File: src/rtl/s_verify.sv
// Read-back checker for s_mem: sweeps all 256 words and verifies S[i] == i.
// The expected value travels alongside each read through a READ_LATENCY-deep address pipeline.
module s_verify #(
    parameter int READ_LATENCY = 1
) (
    input  logic       clk,
    input  logic       rst,
    input  logic       en,
    output logic       rdy,
    output logic [7:0] addr,
    input  logic [7:0] rddata,
    output logic       done,
    output logic       pass,
    output logic [7:0] err_addr,
    output logic [7:0] err_data
);

    typedef enum logic [1:0] {IDLE, READ, DRAIN, REPORT} state_t;

    localparam logic [1:0] DRAIN_LAST = 2'(READ_LATENCY - 1);

    state_t     state_q;
    state_t     state_d;
    logic [1:0] drain_q;

    logic [READ_LATENCY-1:0] vld_pipe;
    logic [7:0]              adr_pipe [READ_LATENCY];

    logic       mis_q;
    logic [7:0] cap_addr_q;
    logic [7:0] cap_data_q;

    logic       accept;
    logic       drain_end;
    logic       cmp_valid;
    logic [7:0] cmp_exp;
    logic       cmp_miss;

    assign accept    = (state_q == IDLE) && en;
    assign drain_end = (state_q == DRAIN) && (drain_q == DRAIN_LAST);
    assign cmp_valid = vld_pipe[READ_LATENCY-1];
    assign cmp_exp   = adr_pipe[READ_LATENCY-1];
    assign cmp_miss  = cmp_valid && (rddata != cmp_exp);

    always_ff @(posedge clk) begin
        if (rst) begin
            state_q <= IDLE;
        end else begin
            state_q <= state_d;
        end
    end

    always_comb begin
        state_d = state_q;
        rdy     = 1'b0;
        done    = 1'b0;
        case (state_q)
            IDLE: begin
                rdy = 1'b1;
                if (en) state_d = READ;
            end
            READ: begin
                if (addr == 8'hFF) state_d = DRAIN;
            end
            DRAIN: begin
                if (drain_q == DRAIN_LAST) state_d = REPORT;
            end
            REPORT: begin
                done    = 1'b1;
                state_d = IDLE;
            end
            default: state_d = IDLE;
        endcase
    end

    // addr saturates at 255 through DRAIN and REPORT, back to 0 once idle.
    always_ff @(posedge clk) begin
        if (rst) begin
            addr    <= 8'h00;
            drain_q <= 2'd0;
        end else begin
            case (state_q)
                IDLE: begin
                    addr    <= 8'h00;
                    drain_q <= 2'd0;
                end
                READ: begin
                    if (addr != 8'hFF) addr <= addr + 8'd1;
                    drain_q <= 2'd0;
                end
                DRAIN: begin
                    drain_q <= drain_q + 2'd1;
                end
                REPORT: begin
                    addr    <= 8'h00;
                    drain_q <= 2'd0;
                end
                default: begin
                    addr    <= 8'h00;
                    drain_q <= 2'd0;
                end
            endcase
        end
    end

    always_ff @(posedge clk) begin
        if (rst) begin
            vld_pipe <= '0;
            for (int i = 0; i < READ_LATENCY; i++) adr_pipe[i] <= 8'h00;
        end else begin
            vld_pipe[0] <= (state_q == READ);
            adr_pipe[0] <= addr;
            for (int i = 1; i < READ_LATENCY; i++) begin
                vld_pipe[i] <= vld_pipe[i-1];
                adr_pipe[i] <= adr_pipe[i-1];
            end
        end
    end

    // Only the first mismatch of a sweep is kept.
    always_ff @(posedge clk) begin
        if (rst) begin
            mis_q      <= 1'b0;
            cap_addr_q <= 8'h00;
            cap_data_q <= 8'h00;
        end else if (accept) begin
            mis_q      <= 1'b0;
            cap_addr_q <= 8'h00;
            cap_data_q <= 8'h00;
        end else if (cmp_miss && !mis_q) begin
            mis_q      <= 1'b1;
            cap_addr_q <= cmp_exp;
            cap_data_q <= rddata;
        end
    end

    // The final compare lands in the last DRAIN cycle, so fold it in directly.
    always_ff @(posedge clk) begin
        if (rst) begin
            pass     <= 1'b0;
            err_addr <= 8'h00;
            err_data <= 8'h00;
        end else if (drain_end) begin
            pass <= !(mis_q || cmp_miss);
            if (mis_q) begin
                err_addr <= cap_addr_q;
                err_data <= cap_data_q;
            end else if (cmp_miss) begin
                err_addr <= cmp_exp;
                err_data <= rddata;
            end else begin
                err_addr <= 8'h00;
                err_data <= 8'h00;
            end
        end
    end

endmodule

File: config.mk
export PLATFORM = sky130hd
export DESIGN_NAME = s_verify
export DESIGN_NICKNAME = d
export VERILOG_FILES = /design/src/rtl/s_verify.sv
export SDC_FILE = /design/constraint.sdc
export NUM_CORES = 1
export LEC_CHECK = 0
export ABC_CLOCK_PERIOD_IN_PS = 2770
export CORE_UTILIZATION = 38
export DETAILED_ROUTE_END_ITERATION = 8
export GPL_TIMING_DRIVEN = 0
export PLACE_DENSITY_LB_ADDON = 0.08
export SETUP_SLACK_MARGIN = 0.5
export SYNTH_ARGS = -nofsm -noshare
export SYNTH_HDL_FRONTEND = slang
export SYNTH_SLANG_ARGS = --single-unit
File: constraint.sdc
create_clock -name clk -period 2.77 [get_ports clk]
set_clock_uncertainty 0.1 [all_clocks]
set_input_delay 0.554 -clock clk [delete_from_list [all_inputs] [get_ports clk]]
set_output_delay 0.554 -clock clk [all_outputs]
set_load 0.02 [all_outputs]
==> results.cfg, run 1 <==
[cts]
htreeDepth = 2
numCtsBuffers = 5
cts_tree = yes
cts_hold_buf = 0
clock_latency_ns = 0.30
clock_path_buffers = 2
cts-root-buf = clkbuf_8
cts_sinks = 55
clkSlewWorstSetupHoldPaths_ns = 0.10

[place]
portBuffers = 37
place_congestion = 0.767
dp_hpwl_um = 4200

[global_route]
antenna_found_initial = 0
grt_start_max_net_pins = 17
grt_overflow = 0
grt_pass1_wl_um = 9780
grt.total_usage_pct = 19.0
grt_pass1_vias = 1997

[sta]
worst_pin_slew_ns = 0.695
finalMaxSlewViolations = 0
period_needed_ns = 2.18
fin_setup_tns_ns = 0
slew_headroom_pct = 53.2
post-route-period-util_pct = 78.6
hold_viol = 0
setup_viol = 0
rsz0062_at_grt = true
max_freq_mhz = 460

[yosys]
avgSynthCellArea_sq_um = 8.87
synth-async-reset-ratio_pct = 0
ys_seq_elements = 55
synth_cell_types = 35
yosys_warnings = 0
synth_edf_count = 0
ys_seq_area_share_pct = 45.3
ys_dominant_reg_cell = dfxtp_1
syn-instance-count = 274
synth_nets = 291
syn-cell-area_sq_um = 2430

[worst_hold_path]
hp-start = drain_q[0]$_SDFF_PP0_
hp-class = reg -> reg

[job]
max_cap_viol_count = 0

[pwr]
power.leakage_nw = 1.05
ir_drop_mv = 0.386
power_density_nw_per_um2 = 829
total_power_w = 0.00252

[critical_path]
path_cells = clkdlybuf4s50_1, xnor2_1, nand4_2, o21a_1, buf_2, buf_6, mux2i_1
crit_path_start_kind = input port
startpoint = rddata[3]
cp_num_buf_inv = 3
slowest_delay_ns = 0.48
end_kind = flop
critPathKind = in -> reg
crit_required_ns = 2.87
cp.arrival_ns = 2.27
crit_family = buffers and inverters
ff2ff_setup_slack_ns = 0.65
path_max_fanout = 10
r2r_start = state_q[1]$_SDFFE_PP0P_
slowest_stage = clkdlybuf4s50_1

[layout]
diodes = 0
drive_above_1_share_pct = 7.14
nets = 338
syn2layout_area_growth_pct = 24.9

[detailed_routing]
remaining_drc_errors = 0
routedWlPerCell_um = 14.7
antenna_left = 0
wl_um = 5850
drt_pre_antenna_iters = 4
drt_iter0_drc = 79
vias = 2105
viasPerCell = 5.30

[floorplan]
ios = 38
initial_core_util_pct = 40.1
dieHeight_um = 82.0
die_w_um = 82.0
core_area_sq_um = 6060
rows = 28
die-area_sq_um = 6720

[run_status]
outcome = finished clean
## flip-flops by register name (all words and copies together) (netlist names)
| register | cells |
|---|---|
| cmp_valid | 1 |
| cap_addr_q | 8 |
| adr_pipe | 8 |
| err_addr | 8 |
| mis_q | 1 |
| addr | 8 |
| err_data | 8 |
| drain_q | 2 |
| state_q | 2 |
| cap_data_q | 8 |
| pass | 1 |
## worst register-to-register path: stages (launching register included)
cell and delay, ns:
dfxtp_1 0.39, inv_1 0.08, ha_1 0.35, and2b_1 0.20, or3_4 0.38, or4_1 0.40, a21oi_1 0.14
## final timing paths
| path | endpoint | cells past startpoint |
|---|---|---|
| setup / recovery | cap_addr_q[7]$_SDFFE_PP0P_ | 7 |
| hold / removal | drain_q[0]$_SDFF_PP0_ | 1 |
| setup reg to reg | addr[7]$_SDFFE_PP0P_ | 6 |
| hold reg to reg | drain_q[0]$_SDFF_PP0_ | 1 |
## placed cells by master (no fill, tap or decap), drive strengths merged, types with 2 or more instances in the layout
cell / instances
dfxtp: 55
nor2b: 10
or4: 2
ha: 6
nand4: 2
or3: 5
nor4: 2
inv: 9
buf: 7
mux2i: 18
clkbuf: 18
a21oi: 38
nor2: 6
clkdlybuf4s50: 36
o21ai: 21
o21a: 4
xnor2: 8
o211ai: 16
nand3: 4
nand2: 40
## layer usage
layer	vias up	wire, um	GRT usage (%)	share of wire (%)
li1	1064	-	-	-
met1	1003	2890	25.2	49
met2	34	2720	31.8	46
met3	4	205	3.67	3.5
met4	0	38	4.04	0.65
met5	-	0	0	0
## metrics by stage
stage / cell area (sq um) / hold slack, ns / util, % / instances / setup WS [ns]
finish: 3040 / 0.316 / 50.1 / 397 / 0.594
global route: 3040 / 0.355 / 50.1 / 397 / 0.476
CTS: 3010 / 0.321 / 49.7 / 394 / 0.569
detailed placement: 2890 / 0.306 / 47.7 / 386 / 0.254
global placement: 2890 / 0.302 / 47.7 / 386 / 0.263
floorplan: 2430 / 0.291 / - / 274 / 0.784
## power by group
part           internal (W)  switching (W)  total, W
Clock              0.000293       0.000257  0.000550
Combinational      0.000405       0.000568  0.000973
Sequential         0.000922      0.0000707  0.000993
Total               0.00162       0.000896   0.00252
## cell usage after synthesis, types with 2 or more instances
cell,number,area share [%]
nor2b_1,10,2.6
dfxtp_1,55,45
o211ai_1,16,4.9
nand2_1,40,6.2
buf_2,3,0.62
o21ai_0,21,4.3
o21a_1,4,1.2
clkbuf_1,12,1.9
inv_1,9,1.4
xnor2_1,8,2.9
or3_1,4,1.0
nand4_2,2,1.0
a21oi_1,38,7.8
nand3_1,3,0.62
or4_1,2,0.62
nor2_1,6,0.93
mux2i_1,18,7.4
ha_1,6,3.1
## what timing repair did
| item | CTS | global route |
|---|---|---|
| gates resized for setup | 1 | 3 |
| pin swaps | 0 | 1 |
| setup buffers | 0 | 3 |
| endpoints found under the setup margin | 1 | 12 |
| gates cloned | 0 | 0 |
## logic make-up after synthesis
group | count (synthesis) | share of synthesized area, %
compound gates | 87 | 21.2
xor+xnor | 8 | 2.88
fa+ha+maj | 6 | 3.09
buf+inv | 25 | 4.32
flops | 55 | 45.3
mux | 18 | 7.41
simple gates | 75 | 15.8
## cell type report
type / instances / area [sq um]
Fill cell: 610 / 3030
Multi-Input combinational cell: 194 / 1220
Sequential cell: 55 / 1100
Timing Repair Buffer: 40 / 392
Tap cell: 75 / 93.8
Clock buffer: 6 / 82.6
Buffer: 16 / 72.6
Clock inverter: 2 / 35.0
Inverter: 9 / 33.8
No activity file was read; power rests on OpenSTA's default activity.
==> run 2, diff against run 1 <==
ABC_CLOCK_PERIOD_IN_PS = 1840   (was 2770)
clock period = 1.84 ns   (was 2.77 ns; I/O delays follow)
==> run 2 against run 1 <==
Net effect: the flow now finishes with violations (setup timing); final cell count increased by 7.3%; clock power increased by 73%; sequential power increased by 57%; power increased by 98%.
==> results.cfg, run 2 (synthesized netlist as in run 1, its figures left out) <==
[run_status]
outcome = finished, violations left
violations = setup timing

[floorplan]
initial_core_util_pct = 40.1
die_w_um = 82.0
dieHeight_um = 82.0
die-area_sq_um = 6720
ios = 38
core_area_sq_um = 6060
rows = 28

[sta]
max_freq_mhz = 526
slew_headroom_pct = 65.5
worst_pin_slew_ns = 0.517
finalMaxSlewViolations = 0
hold_viol = 0
worst_hold_slack_ns = 0.314
period_needed_ns = 1.90
setup_viol = 2
rsz0062_at_grt = true
post-route-period-util_pct = 103
fin_ws_ns = -0.0624

[worst_hold_path]
hp-start = drain_q[0]$_SDFF_PP0_
hp-class = reg -> reg
hold_path_depth = 1
hold_end = drain_q[0]$_SDFF_PP0_

[global_route]
grt_busiest_layer = met2
grt_start_max_net_pins = 18
grt_pass1_wl_um = 10600
grt_util_met1_pct = 29.1
grt_overflow = 0
antenna_found_initial = 0
grtUsageMet2_pct = 34.3
grt.total_usage_pct = 21.4
grt_use_met3_pct = 4.33
grt_pass1_vias = 2013

[critical_path]
ff2ff_setup_slack_ns = -0.06
rr_worst_depth = 6
critPathKind = reg -> reg
crit_path_start_kind = flop
crit_required_ns = 1.99
cp.arrival_ns = 2.05
end_kind = flop
r2r_start = state_q[0]$_SDFFE_PP0P_
r2r_end = addr[7]$_SDFFE_PP0P_
path_max_fanout = 4

[layout]
drive_above_1_share_pct = 47.3
final_cell_mix = nand2_1 (39), buf_4 (36), a21oi_1 (29)
syn2layout_area_growth_pct = 59.0
final_cells = 426
fillers = 519
seq_area_sq_um = 1150
nets = 367
final_common_cell = nand2_1
multiInputGateArea_sq_um = 1660
diodes = 0

[detailed_routing]
routedWlPerCell_um = 16.9
viasPerCell = 5.25
drt_iter0_drc = 199
vias = 2238
wl_um = 7220
remaining_drc_errors = 0
drt_pre_antenna_iters = 4
antenna_left = 0

[place]
place_ws_ns = -0.438
dp_hpwl_um = 4340
dp_cells = 386
portBuffers = 37
place_congestion = 0.779

[cts]
clock_path_buffers = 2
cts_hold_buf = 0
clock_latency_ns = 0.32
numCtsBuffers = 5
clkSlewWorstSetupHoldPaths_ns = 0.10
cts_tree = yes
cts-root-buf = clkbuf_8
cts_sinks = 55
htreeDepth = 2

[pwr]
ir_drop_mv = 0.806
power.leakage_nw = 1.45
power_density_nw_per_um2 = 1290

[job]
max_cap_viol_count = 0
==> run 2: cell count changes in the layout (fill, tap and decap cells not counted), sizes merged <==
cell,delta
clkinv,-1
nand2,+1
inv,+1
clkdlybuf4s15,+6
clkdlybuf4s50,-35
buf,+54
bufinv,+1
clkbuf,-2
dlygate4sd2,+4
==> run 2: how the worst max path moves through the flow <==
stage / from / end / slack [ns]
finish: state_q[0]$_SDFFE_PP0P_ / addr[7]$_SDFFE_PP0P_ / -0.06
global route: state_q[0]$_SDFFE_PP0P_ / addr[7]$_SDFFE_PP0P_ / -0.11
CTS: state_q[0]$_SDFFE_PP0P_ / addr[7]$_SDFFE_PP0P_ / -0.03
detailed placement: rddata[4] / cap_addr_q[1]$_SDFFE_PP0P_ / -0.44
global placement: rddata[4] / cap_data_q[3]$_SDFFE_PP0P_ / -0.42
floorplan: state_q[1]$_SDFFE_PP0P_ / addr[7]$_SDFFE_PP0P_ / 0.02
==> run 2: critical path, cell delays in order, from the launching register on <==
cell and delay, ns:
dfxtp_4 0.40, inv_4 0.05, ha_4 0.23, and2b_1 0.17, or3_4 0.35, or4_4 0.42, a21oi_2 0.13
==> run 2: final cells by class <==
| class | instances | share of cell area (%) |
|---|---|---|
| buffer | 16 | 3.72 |
| clock buffer | 5 | 1.78 |
| clock inverter | 3 | 1.72 |
| inverter | 9 | 0.939 |
| multi-input combinational | 195 | 43.1 |
| sequential | 55 | 29.7 |
| tap | 75 | 2.43 |
| timing repair buffer | 68 | 16.6 |
==> run 2: per-layer routing <==
metal | wire, um | vias up
met2 | 3460 | 48
li1 | - | 1120
met5 | 0 | -
met1 | 3360 | 1059
met3 | 292 | 11
met4 | 113 | 0
==> run 2: where the power goes <==
part	internal, W	switching [W]
sequential	0.00141	0.000151
clock	0.000544	0.000410
combinational	0.00122	0.00124
==> run 2: through the flow <==
step                      instance area, sq um  total power (W)  setup TNS (ns)  utilization, %
after floorplan                           2680          0.00260               0               -
after global placement                    3140          0.00316          -10.57            51.9
after detailed placement                  3140          0.00317          -10.99            51.9
after CTS                                 3470          0.00441         -0.0287            57.2
after global routing                      3860          0.00524          -0.293            63.7
final                                     3860          0.00497          -0.119            63.7
==> run 2: timing repair <==
action	CTS	global route
gates cloned	1	2
endpoints found under the hold margin	0	0
pin swaps	15	19
setup buffers	9	20
resized for setup	188	71
setup endpoints to repair	81	69
==> run 3, diff against run 2 <==
REMOVE_ABC_BUFFERS = 1   (was unset)
==> run 3 against run 2 <==
Net effect: clock-buffer cell count increased by 1; die area unchanged; final cell count decreased by 2.8%; combinational power decreased by 7%; sequential cell count unchanged; the flow still finishes with violations (setup timing); first-iteration DRC count decreased by 37%; sequential share of layout area increased by 0.14 points; fmax decreased by 1.1%; utilization decreased by 0.52 points; cell area decreased by 0.81%; sequential power about the same.
==> results.cfg, run 3 (synthesized netlist as in run 1, its figures left out) <==
[layout]
syn2layout_area_growth_pct = 57.7
final_cells = 414
fillers = 505
final_common_cell = dfxtp_1
design_area_sq_um = 3830
diodes = 0
drive_above_1_share_pct = 54.0
final_cell_mix = dfxtp_1 (37), a21oi_1 (29), buf_4 (27)
nets = 356

[floorplan]
dieHeight_um = 82.0
core_area_sq_um = 6060
ios = 38
rows = 28
die-area_sq_um = 6720
die_w_um = 82.0
initial_core_util_pct = 40.1

[place]
dp_hpwl_um = 3530
portBuffers = 37
dpl_cell_area_sq_um = 2840
place_congestion = 0.842
dp_cells = 371
place_ws_ns = -1.21

[global_route]
grt.total_usage_pct = 21.8
grt_overflow = 0
antenna_found_initial = 0
grt_pass1_vias = 2110
grt_pass1_wl_um = 11000
grt_start_max_net_pins = 20

[sta]
worst_pin_slew_ns = 0.500
period_needed_ns = 1.92
setup_viol = 2
max_freq_mhz = 520
fin_ws_ns = -0.0833
rsz0062_at_grt = true
hold_viol = 0
post-route-period-util_pct = 105
slew_headroom_pct = 66.7
finalMaxSlewViolations = 0

[critical_path]
crit_family = simple AND/OR/NAND/NOR gates
crit_required_ns = 1.99
cp_num_buf_inv = 1
end_kind = flop
crit_path_start_kind = flop
cp.arrival_ns = 2.07
slowest_delay_ns = 0.42
critPathKind = reg -> reg
path_max_fanout = 4
path_cells = inv_4, ha_4, and2b_2, or3_4, or4_4, a21oi_2
ff2ff_setup_slack_ns = -0.08
slowest_stage = or4_4

[detailed_routing]
routed.top_layer = met4
drt_iter0_drc = 125
vias = 2273
wl_met1_um = 3260
routedWlPerCell_um = 17.4
drt_pre_antenna_iters = 4
remaining_drc_errors = 0
dr_wl_met2_um = 3520
antenna_left = 0
wl_um = 7210
met3_length_um = 294
viasPerCell = 5.49

[pwr]
power_density_nw_per_um2 = 1180
power.leakage_nw = 1.56
total_power_w = 0.00453
ir_drop_mv = 0.992

[cts]
cts_hold_buf = 0
clkSlewWorstSetupHoldPaths_ns = 0.09
htreeDepth = 2
cts_tree = yes
cts_sinks = 55
clock_latency_ns = 0.32
numCtsBuffers = 5
cts-root-buf = clkbuf_8
clock_path_buffers = 2

[worst_hold_path]
hp-class = in -> reg

[job]
max_cap_viol_count = 0

[run_status]
violations = setup timing
outcome = finished, violations left
[run 3: timing repair]
action / in CTS / in global routing
setup buffers: 19 / 6
resized for setup: 232 / 96
pin swaps: 51 / 39
gates cloned: 5 / 6
endpoints found under the hold margin: 0 / 0
setup endpoints to repair: 74 / 59
[run 3: cell type report]
type                       count  area (sq um)  area share, %
clock buffer                   6          82.6           2.15
clock inverter                 1          5.00          0.131
inverter                       9          40.0           1.04
multi-input combinational    198          1800           47.1
sequential                    55          1140           29.8
tap                           75          93.8           2.45
timing repair buffer          69           656           17.1
timing repair inverter         1          7.51          0.196
[run 3: worst min-delay path, stage by stage]
cell and delay, ns:
clkbuf_2 0.13, nand2_2 0.07, mux2i_1 0.05
[run 3: path summary, 6_finish.rpt]
path                                              start                    endpoint  cells past startpoint
worst max-delay path            state_q[0]$_SDFFE_PP0P_        addr[7]$_SDFFE_PP0P_                      6
worst max register to register  state_q[0]$_SDFFE_PP0P_        addr[7]$_SDFFE_PP0P_                      6
worst min register to register    drain_q[0]$_SDFF_PP0_       drain_q[0]$_SDFF_PP0_                      1
worst min-delay path                          rddata[3]  cap_data_q[3]$_SDFFE_PP0P_                      3
[run 3: layer usage]
layer  up-vias  track usage (%)
met1      1088             29.0
met3        10             3.78
met4         0             5.79
met5         -                0
li1       1112                -
met2        63             36.0
[run 3: through the flow]
step	hold WS [ns]	TNS [ns]	utilization [%]
floorplan	0.291	-9.23	-
global placement	0.303	-40.91	46.6
detailed placement	0.311	-33.17	46.9
CTS	0.325	-0.0752	56.0
global route	0.265	-0.242	63.2
finish	0.260	-0.0935	63.2
[run 3: where the power goes]
part	internal [W]	total [W]	leakage, nW	switching (W)
combinational	0.00108	0.00229	1.05	0.00121
clock	0.000297	0.000690	0.0470	0.000393
sequential	0.00139	0.00155	0.456	0.000159
total	0.00277	0.00453	1.56	0.00177
==> patch 1: new RTL, flow settings as in run 3 <==
`READ_LATENCY`: 1 -> 2.
--- a/src/rtl/s_verify.sv
+++ b/src/rtl/s_verify.sv
@@ -1,7 +1,7 @@
 // Read-back checker for s_mem: sweeps all 256 words and verifies S[i] == i.
 // The expected value travels alongside each read through a READ_LATENCY-deep address pipeline.
 module s_verify #(
-    parameter int READ_LATENCY = 1
+    parameter int READ_LATENCY = 2
 ) (
     input  logic       clk,
     input  logic       rst,
Behaviour: same outputs for any inputs over 10 cycles, from zero or initial values and one cycle with rst high; that may be too few to reach the edited logic, so the function may still have changed.
==> patch 1 against run 3 <==
Core utilization down 4.4 points; setup slack better by 340 ps; total power down 6.6%; design area up 4.2%; synthesized cell count rose by 5.8%; sequential cell count is 9 higher; largest power group is now registers; synthesized area rose by 11%; wire length grew 6.8%; first-iteration DRC count fell by 9.6%.
==> patch 1: results (changes against run 3) <==
| Stage | Parameter | Value | Delta |
|---|---|---|---|
| cts | CTS H-tree depth | 3 | +1 |
| cts | Latest clock arrival within the worst-skew pair | 340 ps | +20 ps |
| power | Internal power summed over all cells | 2920 uW | +5.4% |
| layout | # nets final | 385 | +8.1% |
| worst hold path | Hold path startpoint | rddata[2] |  |
| synth | Sequential share of the synthesized area | 47.7% | +2.4 points |
| place | Detail Placement HPWL | 3740 um | +5.9% |
| place | Final estimated routing congestion in global placement | 0.799 | -5.1% |
| status | Outcome | finished clean |  |
| drt | DR iter-0 viols | 113 | -9.6% |
| power | Leakage Power | 0.00159 uW | +1.9% |
| global routing | Total Routing Usage GR | 21.4% | -0.36 points |
| cts | Number of clock buffers inserted by TritonCTS | 9 | +4 |
| synth | Mean cell area of the mapped netlist | 9.26 um2 | +4.5% |
| drt | Detailed-routing wirelength on met1 | 3500 um | +7.5% |
| worst setup path | Worst Reg-to-Reg Cells | 5 | -1 |
| global routing | First-pass GRT wire length | 11,900 um | +8.9% |
| sta | Worst Tran Pin Value | 585 ps | +84.7 ps |
| global routing | Maximum number of pins on one net before global-route repair | 26 | +30% |
| worst hold path | Hold path endpoint | cap_data_q[2] |  |
| global routing | Number of global-route vias before repair | 2,226 | +5.5% |
| worst setup path | Reg-to-reg slack, setup | 260 ps | +340 ps |
| synth | Most used standard cells in the synthesized netlist | sky130_fd_sc_hd__dfxtp_1, sky130_fd_sc_hd__nand2_1, sky130_fd_sc_hd__a21oi_1 |  |
| cts | CTS clock-pin slew for the worst setup and hold paths | 70 ps | -20 ps |
| drt | Number of vias after detailed routing | 2,409 | +6.0% |
| drt | Wire length per cell after detailed routing | 16.4 um | -5.7% |
| sta | Hold slack final | 253 ps | -7.21 ps |
==> patch 1: how the worst max path moves through the flow <==
stage               depth (start not counted)            end  slack (ps)  startpoint
finish                                      3           done         260  state_q[1]
global route                                5     state_q[1]         170     addr[0]
CTS                                         3            rdy         280  state_q[1]
detailed placement                          3  cap_data_q[4]       -1270       mis_q
global placement                            4  cap_addr_q[1]       -1880         rst
floorplan                                   5  cap_addr_q[0]        -530  state_q[0]
==> patch 1: repair_timing <==
action,4_1_cts,5_1_grt
setup endpoints to repair,91,61
gates resized for setup,214,41
buffers inserted,32,8
pin swaps,39,22
gates cloned,4,2
==> patch 1: power by group through the flow <==
stage | combinational, uW | sequential, uW | clock (uW)
CTS | 1210 | 1560 | 1340
global route | 1470 | 1570 | 1410
floorplan | 450 | 1590 | 0
finish | 1370 | 1560 | 1310
detailed placement | 789 | 1560 | 0
global placement | 740 | 1560 | 0
==> patch 1: through the flow <==
stage / instance area [um2] / setup TNS, ps / power [uW] / util (%) / cells
2_1_floorplan: 2610 / -9050 / 2040 / - / 273
3_3_place_gp: 3100 / -54050 / 2300 / 45.6 / 406
3_5_place_dp: 3130 / -43770 / 2350 / 46.0 / 407
4_1_cts: 3820 / 0 / 4110 / 56.2 / 459
5_1_grt: 4000 / 0 / 4440 / 58.8 / 469
6_report: 4000 / 0 / 4240 / 58.8 / 469
==> patch 1: logic make-up after synthesis <==
logic type | share of synthesized area (%)
AOI/OAI and AO/OA | 18.9
and+or+nand+nor | 15.4
DFF | 47.7
buffers and inverters | 4.15
muxes | 6.33
xor gates and xnor gates | 4.70
adders and majority gates | 2.79
==> patch 1: critical path, cell delays in order (launching register included) <==
cell                      delay [ps]
sky130_fd_sc_hd__dfxtp_4         360
sky130_fd_sc_hd__buf_4           140
sky130_fd_sc_hd__ha_4            150
sky130_fd_sc_hd__buf_6           120
==> patch 1: per-layer routing <==
layer / vias up / global-route usage [%]
met5: - / 0
met4: 0 / 8.18
met3: 9 / 5.29
met2: 57 / 33.8
met1: 1154 / 28.3
li1: 1189 / -
==> patch 1: final cells by class <==
class,instances,area [um2]
multi-input cells,204,1590
inverters,8,38.8
well taps,96,120
clock buffers,11,131
clock inverters,5,81.3
fillers,615,2800
flip-flops and latches,64,1340
repair inverters,1,7.51
repair buffers,80,691
==> patch 2: new RTL, config.mk and constraints of run 3 <==
Without the edit above. Make the reset (`rst`) asynchronous in 5 clocked blocks.
--- a/src/rtl/s_verify.sv
+++ b/src/rtl/s_verify.sv
@@ -42,7 +42,7 @@
     assign cmp_exp   = adr_pipe[READ_LATENCY-1];
     assign cmp_miss  = cmp_valid && (rddata != cmp_exp);
 
-    always_ff @(posedge clk) begin
+    always_ff @(posedge clk or posedge rst) begin
         if (rst) begin
             state_q <= IDLE;
         end else begin
@@ -74,7 +74,7 @@
     end
 
     // addr saturates at 255 through DRAIN and REPORT, back to 0 once idle.
-    always_ff @(posedge clk) begin
+    always_ff @(posedge clk or posedge rst) begin
         if (rst) begin
             addr    <= 8'h00;
             drain_q <= 2'd0;
@@ -103,7 +103,7 @@
         end
     end
 
-    always_ff @(posedge clk) begin
+    always_ff @(posedge clk or posedge rst) begin
         if (rst) begin
             vld_pipe <= '0;
             for (int i = 0; i < READ_LATENCY; i++) adr_pipe[i] <= 8'h00;
@@ -118,7 +118,7 @@
     end
 
     // Only the first mismatch of a sweep is kept.
-    always_ff @(posedge clk) begin
+    always_ff @(posedge clk or posedge rst) begin
         if (rst) begin
             mis_q      <= 1'b0;
             cap_addr_q <= 8'h00;
@@ -135,7 +135,7 @@
     end
 
     // The final compare lands in the last DRAIN cycle, so fold it in directly.
-    always_ff @(posedge clk) begin
+    always_ff @(posedge clk or posedge rst) begin
         if (rst) begin
             pass     <= 1'b0;
             err_addr <= 8'h00;
Formal check against the unedited RTL: differs if rst is asserted again (counterexample within 4 cycles, from zero or initial values and one cycle with rst high); with rst held inactive, the same outputs for 10 cycles.
==> patch 2 against run 3 <==
The run ends with DRC left; total power is 31% higher; setup slack better by 180 ps; wire length is 2.9% higher; maximum frequency is 10% higher; count of clock-buffer cells in the layout stayed put; design area is 5.1% higher; synthesized area is 7.6% higher; combinational power is 53% higher; largest power group unchanged; sequential cell count stayed put; first-iteration DRC count is 43% higher.
==> patch 2: results (changes against run 3) <==
| Stage | Parameter | Value | Delta |
|---|---|---|---|
| status | Outcome | finished, violations left |  |
| worst setup path | Critical-path maximum fanout | 8 | +4 |
| global routing | Number of global-route vias before repair | 2,324 | +10% |
| worst setup path | Arr. time, crit path | 1850 ps | -220 ps |
| synth | Dominant register cell in the synthesized netlist | sky130_fd_sc_hd__dfrtp_1 |  |
| place | Instance count after placement with tap cells included | 366 | -1.3% |
| sta | Worst Tran Pin Value | 415 ps | -84.6 ps |
| global routing | First-pass GRT wire length | 12,100 um | +10% |
| place | Final estimated routing congestion in global placement | 0.800 | -5.0% |
| place | Detail Placement HPWL | 3610 um | +2.2% |
| layout | Fraction of final layout cells with drive strength greater than 1 | 46.7% | -7.3 points |
| worst setup path | Worst Reg-to-Reg Cells | 8 | +2 |
| synth | Distinct cell type count of the synthesized netlist | 32 | -8.6% |
| drt | First-pass detailed-route iteration total | 9 | +5 |
| layout | # nets final | 378 | +6.2% |
| place | Area after detailed placement | 3030 um2 | +6.7% |
| synth | Mean cell area of the mapped netlist | 9.91 um2 | +12% |
| drt | DR iter-0 viols | 179 | +43% |
| drt | Routed wire length | 7420 um | +2.9% |
| worst setup path | Startpoint of the worst-slack reg-to-reg timing path | state_q[0] |  |
| power | Maximum ir drop on the vdd rail | 0.000734 V | -26% |
| status | Violated checks | DRC |  |
| sta | Shortest clock period the worst path allows after layout | 1750 ps | -176 ps |
| synth | Sequential share of the synthesized area | 52.6% | +7.3 points |
| drt | Wire length per cell after detailed routing | 17.0 um | -2.5% |
| drt | DRC viols | 4 | +4 |
| worst setup path | Reg-to-reg slack, setup | 90 ps | +180 ps |
==> patch 2: critical path: cells and delay by family (launching register included) <==
kind / cells / cell delay (ps)
adders and majority gates: 1 / 180
and+or+nand+nor: 2 / 400
AOI/OAI and AO/OA: 2 / 210
buffers and inverters: 3 / 320
DFF: 1 / 420
==> patch 2: kinds of logic after synthesis <==
group,Yosys count,share of synthesized area (%)
simple gates,98,17.8
compound gates,55,12.3
flops,55,52.6
buf+inv,22,3.97
mux,19,7.27
xor+xnor,8,2.68
fa+ha+maj,7,3.35
==> patch 2: per-layer routing <==
metal	global-route usage (%)	wire length (um)	vias to the layer above
met2	38.1	3820	46
met5	0	0	-
li1	-	-	1105
met4	5.39	90	0
met3	3.79	286	9
met1	27.1	3230	1147
==> patch 2: area by class of cell <==
cell class	instances	area (um2)
Timing Repair Buffer	97	895
Sequential cell	55	1390
Clock inverter	1	5.00
Tap cell	77	96.3
Clock buffer	6	82.6
Fill cell	555	2470
Inverter	9	36.3
Multi-Input combinational cell	192	1520
==> patch 2: what timing repair did <==
action | in CTS | in global routing
gates resized for setup | 210 | 60
gates cloned | 4 | 1
endpoints found under the setup margin | 71 | 72
pin swaps | 27 | 15
buffers inserted | 43 | 16
==> patch 2: worst max path at each step <==
stage	endpoint	cells after the start	slack [ps]	startpoint
global route	addr[3]	6	20	state_q[1]
finish	err_addr[0]	8	90	state_q[0]
floorplan	addr[2]	6	-90	state_q[0]
detailed placement	err_addr[0]	5	-830	rddata[6]
CTS	addr[7]	6	160	state_q[0]
global placement	err_data[4]	2	-1120	rst
==> patch 2: where the power goes <==
group          switching [uW]  internal [uW]
registers                 227           1520
logic                    1820           1690
clock network             396            297
total                    2440           3500
